[config.mk]
export PLATFORM = sky130hd
export DESIGN_NAME = lsu_stage
export DESIGN_NICKNAME = d
export VERILOG_FILES = /design/src/rtl/lsu_stage_pkg.sv /design/src/rtl/lsu_align.sv /design/src/rtl/lsu_stage.sv
export SDC_FILE = /design/constraint.sdc
export NUM_CORES = 1
export LEC_CHECK = 0
export CORE_AREA = 3 3 125 127
export DETAILED_ROUTE_END_ITERATION = 12
export DIE_AREA = 0 0 128 130
export PLACE_DENSITY = 0.75
export RECOVER_POWER = 25
export SYNTH_ARGS = -nofsm -noshare
export SYNTH_HDL_FRONTEND = slang
export SYNTH_SLANG_ARGS = --single-unit
[constraint.sdc]
create_clock -name clk -period 2.9 [get_ports clk]
set_input_delay 0.29 -clock clk [delete_from_list [all_inputs] [get_ports clk]]
set_output_delay 0.29 -clock clk [all_outputs]
set_load 0.1 [all_outputs]
[src/rtl/lsu_stage_pkg.sv]
// Shared definitions for the load/store stage: opcodes, size encodings,
// exception codes and FSM state type.
package lsu_stage_pkg;

    localparam logic [4:0] OP_LOAD  = 5'b00000;
    localparam logic [4:0] OP_STORE = 5'b01000;

    localparam logic [2:0] F_B  = 3'b000;
    localparam logic [2:0] F_H  = 3'b001;
    localparam logic [2:0] F_W  = 3'b010;
    localparam logic [2:0] F_D  = 3'b011;
    localparam logic [2:0] F_BU = 3'b100;
    localparam logic [2:0] F_HU = 3'b101;
    localparam logic [2:0] F_WU = 3'b110;

    localparam int unsigned EX_ILLEGAL     = 2;
    localparam int unsigned EX_LD_MISALIGN = 4;
    localparam int unsigned EX_ST_MISALIGN = 6;

    typedef enum logic [2:0] {
        StIdle,
        StReq,
        StWait,
        StFin,
        StDrain
    } lsu_state_e;

    // Unsigned forms only exist for loads; doubleword forms only on 64-bit cores.
    function automatic logic funct_legal(input logic [2:0] funct, input logic is_store,
                                         input int unsigned xlen);
        logic ok;
        case (funct)
            F_B, F_H, F_W: ok = 1'b1;
            F_D:           ok = (xlen == 64);
            F_BU, F_HU:    ok = !is_store;
            F_WU:          ok = !is_store && (xlen == 64);
            default:       ok = 1'b0;
        endcase
        return ok;
    endfunction

endpackage

[src/rtl/lsu_align.sv]
// Combinational data alignment: store strobes/lane replication with
// misalignment detection, and load right-shift with sign/zero extension.
module lsu_align
    import lsu_stage_pkg::*;
#(
    parameter int unsigned XLEN  = 32,
    parameter int unsigned BE_W  = XLEN / 8,
    parameter int unsigned OFF_W = $clog2(XLEN / 8)
) (
    input  logic [1:0]       st_size_i,
    input  logic [OFF_W-1:0] st_off_i,
    input  logic [XLEN-1:0]  st_wdata_i,
    output logic [BE_W-1:0]  st_be_o,
    output logic [XLEN-1:0]  st_lane_o,
    output logic             misalign_o,
    input  logic [2:0]       ld_funct_i,
    input  logic [OFF_W-1:0] ld_off_i,
    input  logic [XLEN-1:0]  ld_rdata_i,
    output logic [XLEN-1:0]  ld_result_o
);

    logic [BE_W-1:0] be_base;
    logic [2:0]      off_mask;
    logic [XLEN-1:0] shifted;

    always_comb begin
        be_base   = '0;
        off_mask  = 3'b000;
        st_lane_o = st_wdata_i;
        // Replicating the datum into every lane puts it under whichever strobes fire.
        unique case (st_size_i)
            2'd0: begin
                be_base   = BE_W'(1);
                off_mask  = 3'b000;
                st_lane_o = {BE_W{st_wdata_i[7:0]}};
            end
            2'd1: begin
                be_base   = BE_W'(2'b11);
                off_mask  = 3'b001;
                st_lane_o = {(XLEN / 16){st_wdata_i[15:0]}};
            end
            2'd2: begin
                be_base   = BE_W'(4'hF);
                off_mask  = 3'b011;
                st_lane_o = {(XLEN / 32){st_wdata_i[31:0]}};
            end
            default: begin
                be_base   = '1;
                off_mask  = 3'b111;
                st_lane_o = st_wdata_i;
            end
        endcase
        st_be_o    = be_base << st_off_i;
        misalign_o = |(3'(st_off_i) & off_mask);
    end

    always_comb begin
        shifted = ld_rdata_i >> {ld_off_i, 3'b000};
        case (ld_funct_i)
            F_B:     ld_result_o = XLEN'($signed(shifted[7:0]));
            F_H:     ld_result_o = XLEN'($signed(shifted[15:0]));
            F_W:     ld_result_o = XLEN'($signed(shifted[31:0]));
            F_BU:    ld_result_o = XLEN'(shifted[7:0]);
            F_HU:    ld_result_o = XLEN'(shifted[15:0]);
            F_WU:    ld_result_o = XLEN'(shifted[31:0]);
            default: ld_result_o = shifted;
        endcase
    end

endmodule

[src/rtl/lsu_stage.sv]
// Memory pipeline stage: issues dmem requests, aligns load data and holds a
// registered result toward writeback under stall; flush aborts in-flight work.
module lsu_stage
    import lsu_stage_pkg::*;
#(
    parameter int unsigned XLEN   = 32,
    parameter int unsigned ADDR_W = 32,
    parameter int unsigned EX_W   = 4,
    parameter int unsigned RA_W   = 5
) (
    input  logic                 clk,
    input  logic                 reset,
    input  logic                 flush,
    input  logic                 in_valid,
    output logic                 in_ready,
    input  logic [4:0]           opcode_in,
    input  logic [2:0]           funct_in,
    input  logic [ADDR_W-1:0]    addr_in,
    input  logic [XLEN-1:0]      wdata_in,
    input  logic [RA_W-1:0]      rd_in,
    input  logic                 nop_in,
    input  logic                 halt_in,
    input  logic [EX_W-1:0]      ex_in,
    input  logic                 ex_valid_in,
    output logic                 out_valid,
    input  logic                 stall_in,
    output logic [XLEN-1:0]      result_out,
    output logic [RA_W-1:0]      rd_out,
    output logic [4:0]           opcode_out,
    output logic                 nop_out,
    output logic                 halt_out,
    output logic [EX_W-1:0]      ex_out,
    output logic                 ex_valid_out,
    output logic                 req_valid,
    input  logic                 req_ready,
    output logic                 req_we,
    output logic [ADDR_W-1:0]    req_addr,
    output logic [XLEN-1:0]      req_wdata,
    output logic [XLEN/8-1:0]    req_be,
    input  logic                 rsp_valid,
    input  logic [XLEN-1:0]      rsp_rdata
);

    localparam int unsigned BE_W  = XLEN / 8;
    localparam int unsigned OFF_W = $clog2(BE_W);

    lsu_state_e state_q, state_d;
    logic              we_q, we_d;
    logic [2:0]        funct_q, funct_d;
    logic [OFF_W-1:0]  off_q, off_d;
    logic [ADDR_W-1:0] addr_q, addr_d;
    logic [BE_W-1:0]   be_q, be_d;
    logic [XLEN-1:0]   lane_q, lane_d;
    logic [XLEN-1:0]   result_q, result_d;
    logic [RA_W-1:0]   rd_q, rd_d;
    logic [4:0]        opcode_q, opcode_d;
    logic              nop_q, nop_d;
    logic              halt_q, halt_d;
    logic [EX_W-1:0]   ex_q, ex_d;
    logic              ex_valid_q, ex_valid_d;

    logic            is_load, is_store, is_mem, accept;
    logic [BE_W-1:0] st_be;
    logic [XLEN-1:0] st_lane, ld_result;
    logic            misalign;

    lsu_align #(
        .XLEN (XLEN)
    ) u_align (
        .st_size_i   (funct_in[1:0]),
        .st_off_i    (addr_in[OFF_W-1:0]),
        .st_wdata_i  (wdata_in),
        .st_be_o     (st_be),
        .st_lane_o   (st_lane),
        .misalign_o  (misalign),
        .ld_funct_i  (funct_q),
        .ld_off_i    (off_q),
        .ld_rdata_i  (rsp_rdata),
        .ld_result_o (ld_result)
    );

    assign is_load  = (opcode_in == OP_LOAD);
    assign is_store = (opcode_in == OP_STORE);
    assign is_mem   = is_load || is_store;

    assign out_valid = (state_q == StFin);
    assign in_ready  = (state_q == StIdle) && !(out_valid && stall_in);
    assign accept    = in_valid && in_ready && !flush;

    always_comb begin
        state_d    = state_q;
        we_d       = we_q;
        funct_d    = funct_q;
        off_d      = off_q;
        addr_d     = addr_q;
        be_d       = be_q;
        lane_d     = lane_q;
        result_d   = result_q;
        rd_d       = rd_q;
        opcode_d   = opcode_q;
        nop_d      = nop_q;
        halt_d     = halt_q;
        ex_d       = ex_q;
        ex_valid_d = ex_valid_q;

        unique case (state_q)
            StIdle: begin
                if (accept) begin
                    we_d       = is_store;
                    funct_d    = funct_in;
                    off_d      = addr_in[OFF_W-1:0];
                    addr_d     = {addr_in[ADDR_W-1:OFF_W], {OFF_W{1'b0}}};
                    be_d       = st_be;
                    lane_d     = st_lane;
                    result_d   = wdata_in;
                    rd_d       = rd_in;
                    opcode_d   = opcode_in;
                    nop_d      = nop_in;
                    halt_d     = halt_in;
                    ex_valid_d = 1'b1;
                    state_d    = StFin;
                    // Upstream exception wins, then illegal size, then misalignment.
                    if (ex_valid_in) begin
                        ex_d = ex_in;
                    end else if (is_mem && !funct_legal(funct_in, is_store, XLEN)) begin
                        ex_d = EX_W'(EX_ILLEGAL);
                    end else if (is_mem && misalign) begin
                        ex_d = is_store ? EX_W'(EX_ST_MISALIGN) : EX_W'(EX_LD_MISALIGN);
                    end else begin
                        ex_d       = '0;
                        ex_valid_d = 1'b0;
                        state_d    = is_mem ? StReq : StFin;
                    end
                end
            end
            StReq: begin
                // An accepted request stands even when flushed; a load must then drain.
                if (req_ready) begin
                    if (flush) state_d = we_q ? StIdle : StDrain;
                    else       state_d = we_q ? StFin : StWait;
                end else if (flush) begin
                    state_d = StIdle;
                end
            end
            StWait: begin
                if (rsp_valid) begin
                    result_d = ld_result;
                    state_d  = flush ? StIdle : StFin;
                end else if (flush) begin
                    state_d = StDrain;
                end
            end
            StFin: begin
                if (flush || !stall_in) state_d = StIdle;
            end
            StDrain: begin
                if (rsp_valid) state_d = StIdle;
            end
            default: state_d = StIdle;
        endcase
    end

    always_ff @(posedge clk) begin
        if (reset) begin
            state_q    <= StIdle;
            we_q       <= 1'b0;
            funct_q    <= '0;
            off_q      <= '0;
            addr_q     <= '0;
            be_q       <= '0;
            lane_q     <= '0;
            result_q   <= '0;
            rd_q       <= '0;
            opcode_q   <= '0;
            nop_q      <= 1'b0;
            halt_q     <= 1'b0;
            ex_q       <= '0;
            ex_valid_q <= 1'b0;
        end else begin
            state_q    <= state_d;
            we_q       <= we_d;
            funct_q    <= funct_d;
            off_q      <= off_d;
            addr_q     <= addr_d;
            be_q       <= be_d;
            lane_q     <= lane_d;
            result_q   <= result_d;
            rd_q       <= rd_d;
            opcode_q   <= opcode_d;
            nop_q      <= nop_d;
            halt_q     <= halt_d;
            ex_q       <= ex_d;
            ex_valid_q <= ex_valid_d;
        end
    end

    assign req_valid    = (state_q == StReq);
    assign req_we       = req_valid && we_q;
    assign req_addr     = addr_q;
    assign req_wdata    = lane_q;
    assign req_be       = req_valid ? be_q : '0;
    assign result_out   = result_q;
    assign rd_out       = rd_q;
    assign opcode_out   = opcode_q;
    assign nop_out      = nop_q;
    assign halt_out     = out_valid && halt_q;
    assign ex_out       = ex_q;
    assign ex_valid_out = out_valid && ex_valid_q;

endmodule

# Yosys cells after proc, flatten, opt, wreduce, memory -nomap -nowiden
# Cells that the tools add are included.
# totals
wordCells	100
memories	0
register_bits	124
rom_bits	0
output_inout_bits	121
input_bits	123
ram_bits	0
latch_bits	0
# classes
muxes	35
shifts	2
bitwise	1
add_sub_neg	0
magnitude_cmp	0
eq_ne	20
n_div	0
mul	0
reduce_logical	28
# op_table
operator	n
$pmux W32 S2	2
$pmux W32 S4	1
$mux W32	2
$mux W3	11
$shr A32 B5 Y32	1
$eq A3 B3 Y1 const B	5
$pmux W3 S5	1
$mux W2	6
$eq A3 B1 Y1 const B	3
$eq A3 B2 Y1 const B	3
$logic_and A1 B1 Y1	9
$logic_not A3 Y1	3
$pmux W3 S3	1
$mux W4	2
$pmux W4 S2	1
$mux W1	7
$ne A2 B2 Y1 const B	3
$reduce_or A3 Y1	2
$eq A5 B4 Y1 const B	1
$logic_not A1 Y1	5
$logic_not A5 Y1	1
$reduce_and A5 Y1	1
$shl A4 B2 Y4	1
$and A2 B3 Y3	1
other kinds (12)	13

# Depth between registers and ports, before layout
# logic_depth
depth_word	14
ltp_mapped	7
depth_no_buf	5

# Hierarchy
# Synthesis repeated with hierarchy kept, for this count alone.
# unflattened
hier_cells	769
hier_area_um2	6312.3
# by_module_without_submodules
module	cells_each	instances	area_each_um2	seq_area_each_um2
lsu_stage	589	1	4994.8	2482.4
lsu_align	180	1	1317.5	0.0

# Worst setup path after synthesis
# No wires, ideal clock.
# synth_timing
path_kind	flip-flop to output port
from	register state_q[1]
to	output port req_be[0]
arrival_time_ns	3.931
required_ns	2.610
stages_incl_launch_ff	4
path_buffers	1
slack_ns	-1.321
path_cell_list	dfxtp_1 clkbuf_1 nor3b_1 and2_1
# synth_via
elab_chain_cells	2
# synth_lines
item	line	text
start: declaration	lsu_stage.sv:47	lsu_state_e state_q, state_d;
start signal: assignment	lsu_stage.sv:165	state_q <= StIdle;
start signal: assignment	lsu_stage.sv:180	state_q <= state_d;
$eq A3 B1 Y1	lsu_stage.sv:197	assign req_valid = (state_q == StReq);
named net req_valid	lsu_stage.sv:34	output logic req_valid,
$mux W4	lsu_stage.sv:201	assign req_be = req_valid ? be_q : '0;
end: declaration	lsu_stage.sv:39	output logic [XLEN/8-1:0] req_be,
# The timed path passes the listed nets, and every way through them passes these cells.

# Final worst setup path
# layout_timing
from	register state_q[1]
to	register result_q[25] (netlist: result_out[25])
# layout_via
elab_chain_cells	8
elab_cells_between_ends	13
cone_classes	eq/ne: 4; mux: 1; reduce/logical: 8
# layout_lines
item	line	text
$eq A3 B2 Y1	lsu_stage.sv:86	assign out_valid = (state_q == StFin);
$logic_and A1 B1 Y1	lsu_stage.sv:87	assign in_ready = (state_q == StIdle) && !(out_valid && stall_in);
$logic_not A1 Y1	lsu_stage.sv:87	
$logic_and A1 B1 Y1	lsu_stage.sv:87	
$logic_and A1 B1 Y1 (2 in a row)	lsu_stage.sv:88	assign accept = in_valid && in_ready && !flush;
$ne A2 B2 Y1 (no line)	n/a	
$reduce_and A3 Y1 (no line)	n/a	
end signal: assignment	lsu_stage.sv:187	result_q <= result_d;
end: declaration	lsu_stage.sv:54	logic [XLEN-1:0] result_q, result_d;
# Parallel ways exist; a longest one is shown, timed or not.
# A chain may end at the register's enable or synchronous reset.

==> results.md <==
* Avg Inst Size Synth at 7.96 µm²
* Relative slew margins at 0.189
* Post_cts resized at 0
* Sw Ratio at 0.497
* Status: finished, final reports clean
* Final min period at 2390 ps
* # setup viols final at 0
* Switching pwr at 4.46 mW
* Clock share of power at 0.250
* CTS tree: done
* Hold_buf cts at 0
* Yosys reg bits at about 120
* Synth Instances at 725
* Setup Skew at 8.59 ps
* Final Slew Violations at 0
* Worst hold slack at 383 ps
* CTS H-tree depth at 4
* Post-synthesis sequential area ratio at 0.430
* Worst hold-check path type: input port to register
* Cell variety after synth at 50
* Vias after detailed routing at about 6000
* First-pass GRT wire length at about 31000 µm
* First DRT Iteration DRCs at between 400 and 500
* Initial antenna violation count at 0
* Die Y at roughly 130 µm
* Core area at around 15000 µm²
* Metal3 WL at 2330 µm
* P_int at 4.50 mW
* Fin Setup TNS at 0 ps
* GR Overflow Total at 0
* Starting Density at 0.397
* Detailed-route DRC error count at 0
* Post-synth EDFFs at 0
* Post-route cell area at roughly 8400 µm²
* Wl on met1 at 8660 µm
* RSZ-0062 raised after global routing: false
* Detail Route Antenna Nets at 0
* Final Hold Fails at 0
* Dpl hpwl at 15100 µm
* Reg2reg start: state_q[1]
* Measured slew at the worst slew-check pin at 1220 ps
* Largest net degree at the start of global routing at 67
* Die X at ~130 µm
* Max-Cap Viols at 0
* Fill cell count at approximately 1400
* HP Start: reset
* GRT Total Usage at 0.240
* Total length of routed wires at 20700 µm
* Net count reported at finish at 1061
* Ys Warns at 0
* Row count at 44
* FFs w/ async S/R, synth at 0
* Worst Path Arrival at 2720 ps
* CTS buffer count at 17
* Vias in the first global route at approximately 5600
* Uppermost layer routed: met4
* Cell area after synthesis at 5770 µm²
* Crit. End Element: register
* DR WL/cell at 18.2 µm
* Routability cong. at 0.843
* Drt pass-1 iters at 7
* Ant diodes at 0
* Routed wl met2 at 9190 µm
* Die ar. at 16600 µm²
* Worst endpoint required time at 3240 ps
* I/O pin count at 244
* Dpl cell area at between 7000 and 8000 µm²
* Max Root-Sink Buffers at 2
* Seq pwr share at 0.257
* Clock sink total at 124
* CTS clk-pin slew, worst paths at roughly 50 ps
* Area Growth Syn to Fin at 45.3%
* Pwr per Cell Area at 1070 nW/µm²
* Most common flop cell mapped by yosys: dfxtp_1
* Worst Setup SP: state_q[1]
* Final period util at 0.823
* Proportion of layout cells with a drive suffix above 1 at 0.135
* Combinational share of power at 0.493
* Startpoint types: register
* Clock Root Buffer: clkbuf_16
* Max Clock Freq at about 0.42 GHz
* Worst IR Drop VDD at 433 µV
* Clk_lat worst skew at 420 ps
* Crit path max fanout at 22
* Buffers on Ports at 241
* Via density at 5.41
* Post-CTS Setup Repair Bufs at 0
* Crit path kind: register to register
* P_leak at between 3 and 4 nW
final timing paths:
check | cells past startpoint | slack (ps) | to
setup / recovery | 5 | 510 | result_out[25]
hold / removal | 2 | 380 | be_q[1]
setup reg to reg | 5 | 510 | result_out[25]
hold reg to reg | 2 | 450 | halt_q
flip-flops by register name, summed over array words and instances, names as in the netlist:
name and cells:
req_addr 30, rd_out 5, ex_out 4, nop_out 1, be_q 4, req_wdata 32, off_q 2, we_q 1
funct_q 3, opcode_out 5, state_q 3, ex_valid_q 1, halt_q 1, result_out 32
power by group through the flow:
stage	sequential (mW)	clock, mW	combinational, mW
final	2.31	2.24	4.41
after CTS	2.31	2.27	4.54
after global routing	2.35	2.35	4.62
after detailed placement	2.34	0	4.53
after floorplan	4.35	0	1.42
after global placement	2.34	0	4.50
synthesized netlist by cell type (6+ instances only):
master    number  share of area
nand2_1      182           0.12
dfxtp_1      124           0.43
a21oi_1       84          0.073
nor2_1        49          0.032
o21ai_0       42          0.036
clkbuf_1      41          0.027
mux2i_1       31          0.054
a311oi_1      17          0.026
o211ai_1      16          0.021
nor3_1        13          0.011
buf_2         11         0.0095
a211oi_1      10          0.013
mux2_2         9          0.018
a211oi_2       8          0.017
a21boi_0       8          0.010
a221oi_1       8          0.012
and2_1         8         0.0087
or3_1          8         0.0087
nand3_1        6         0.0052
layout by cell type (no fill, tap or decap), types with 31 or more instances in the layout:
cell type	count
mux2i_1	31
nand2_1	182
buf_4	70
o21ai_0	42
clkdlybuf4s50_1	121
dfxtp_1	124
clkbuf_1	65
a21oi_1	84
nor2_1	49
through the flow:
stage	std cells	util	setup slack [ps]	power (mW)
floorplan	726	-	177	5.77
global placement	1103	0.550	426	6.84
detailed placement	1103	0.550	391	6.87
CTS	1135	0.593	509	9.12
global route	1135	0.577	361	9.32
finish	1135	0.577	513	8.96
kinds of logic after synthesis:
| group | share of synthesized area |
|---|---|
| other cells | 0.000650 |
| compound gates | 0.229 |
| simple gates | 0.206 |
| mux | 0.0837 |
| buf+inv | 0.0501 |
| flops | 0.430 |
worst max-delay path, cell delays in order (launching register included):
cell and delay [ps]:
dfxtp_1 560, or3b_1 530, a211o_1 520, nor2_2 360, o21ai_0 160, o21ai_0 170
per-layer routing:
layer | GRT usage | vias up
met5 | 0 | -
met4 | 0.0893 | 0
met3 | 0.0909 | 32
met2 | 0.369 | 306
met1 | 0.307 | 2840
li1 | - | 2964
area by class of cell:
class	count	area [µm²]	area share
repair buffers	253	2000	0.239
well taps	184	230	0.0274
flip-flops and latches	124	2480	0.296
inverters	5	18.8	0.00224
clock buffers	25	485	0.0579
multi-input cells	537	3030	0.362
clock inverters	7	135	0.0161
No activity file was read; power rests on OpenSTA's default activity.
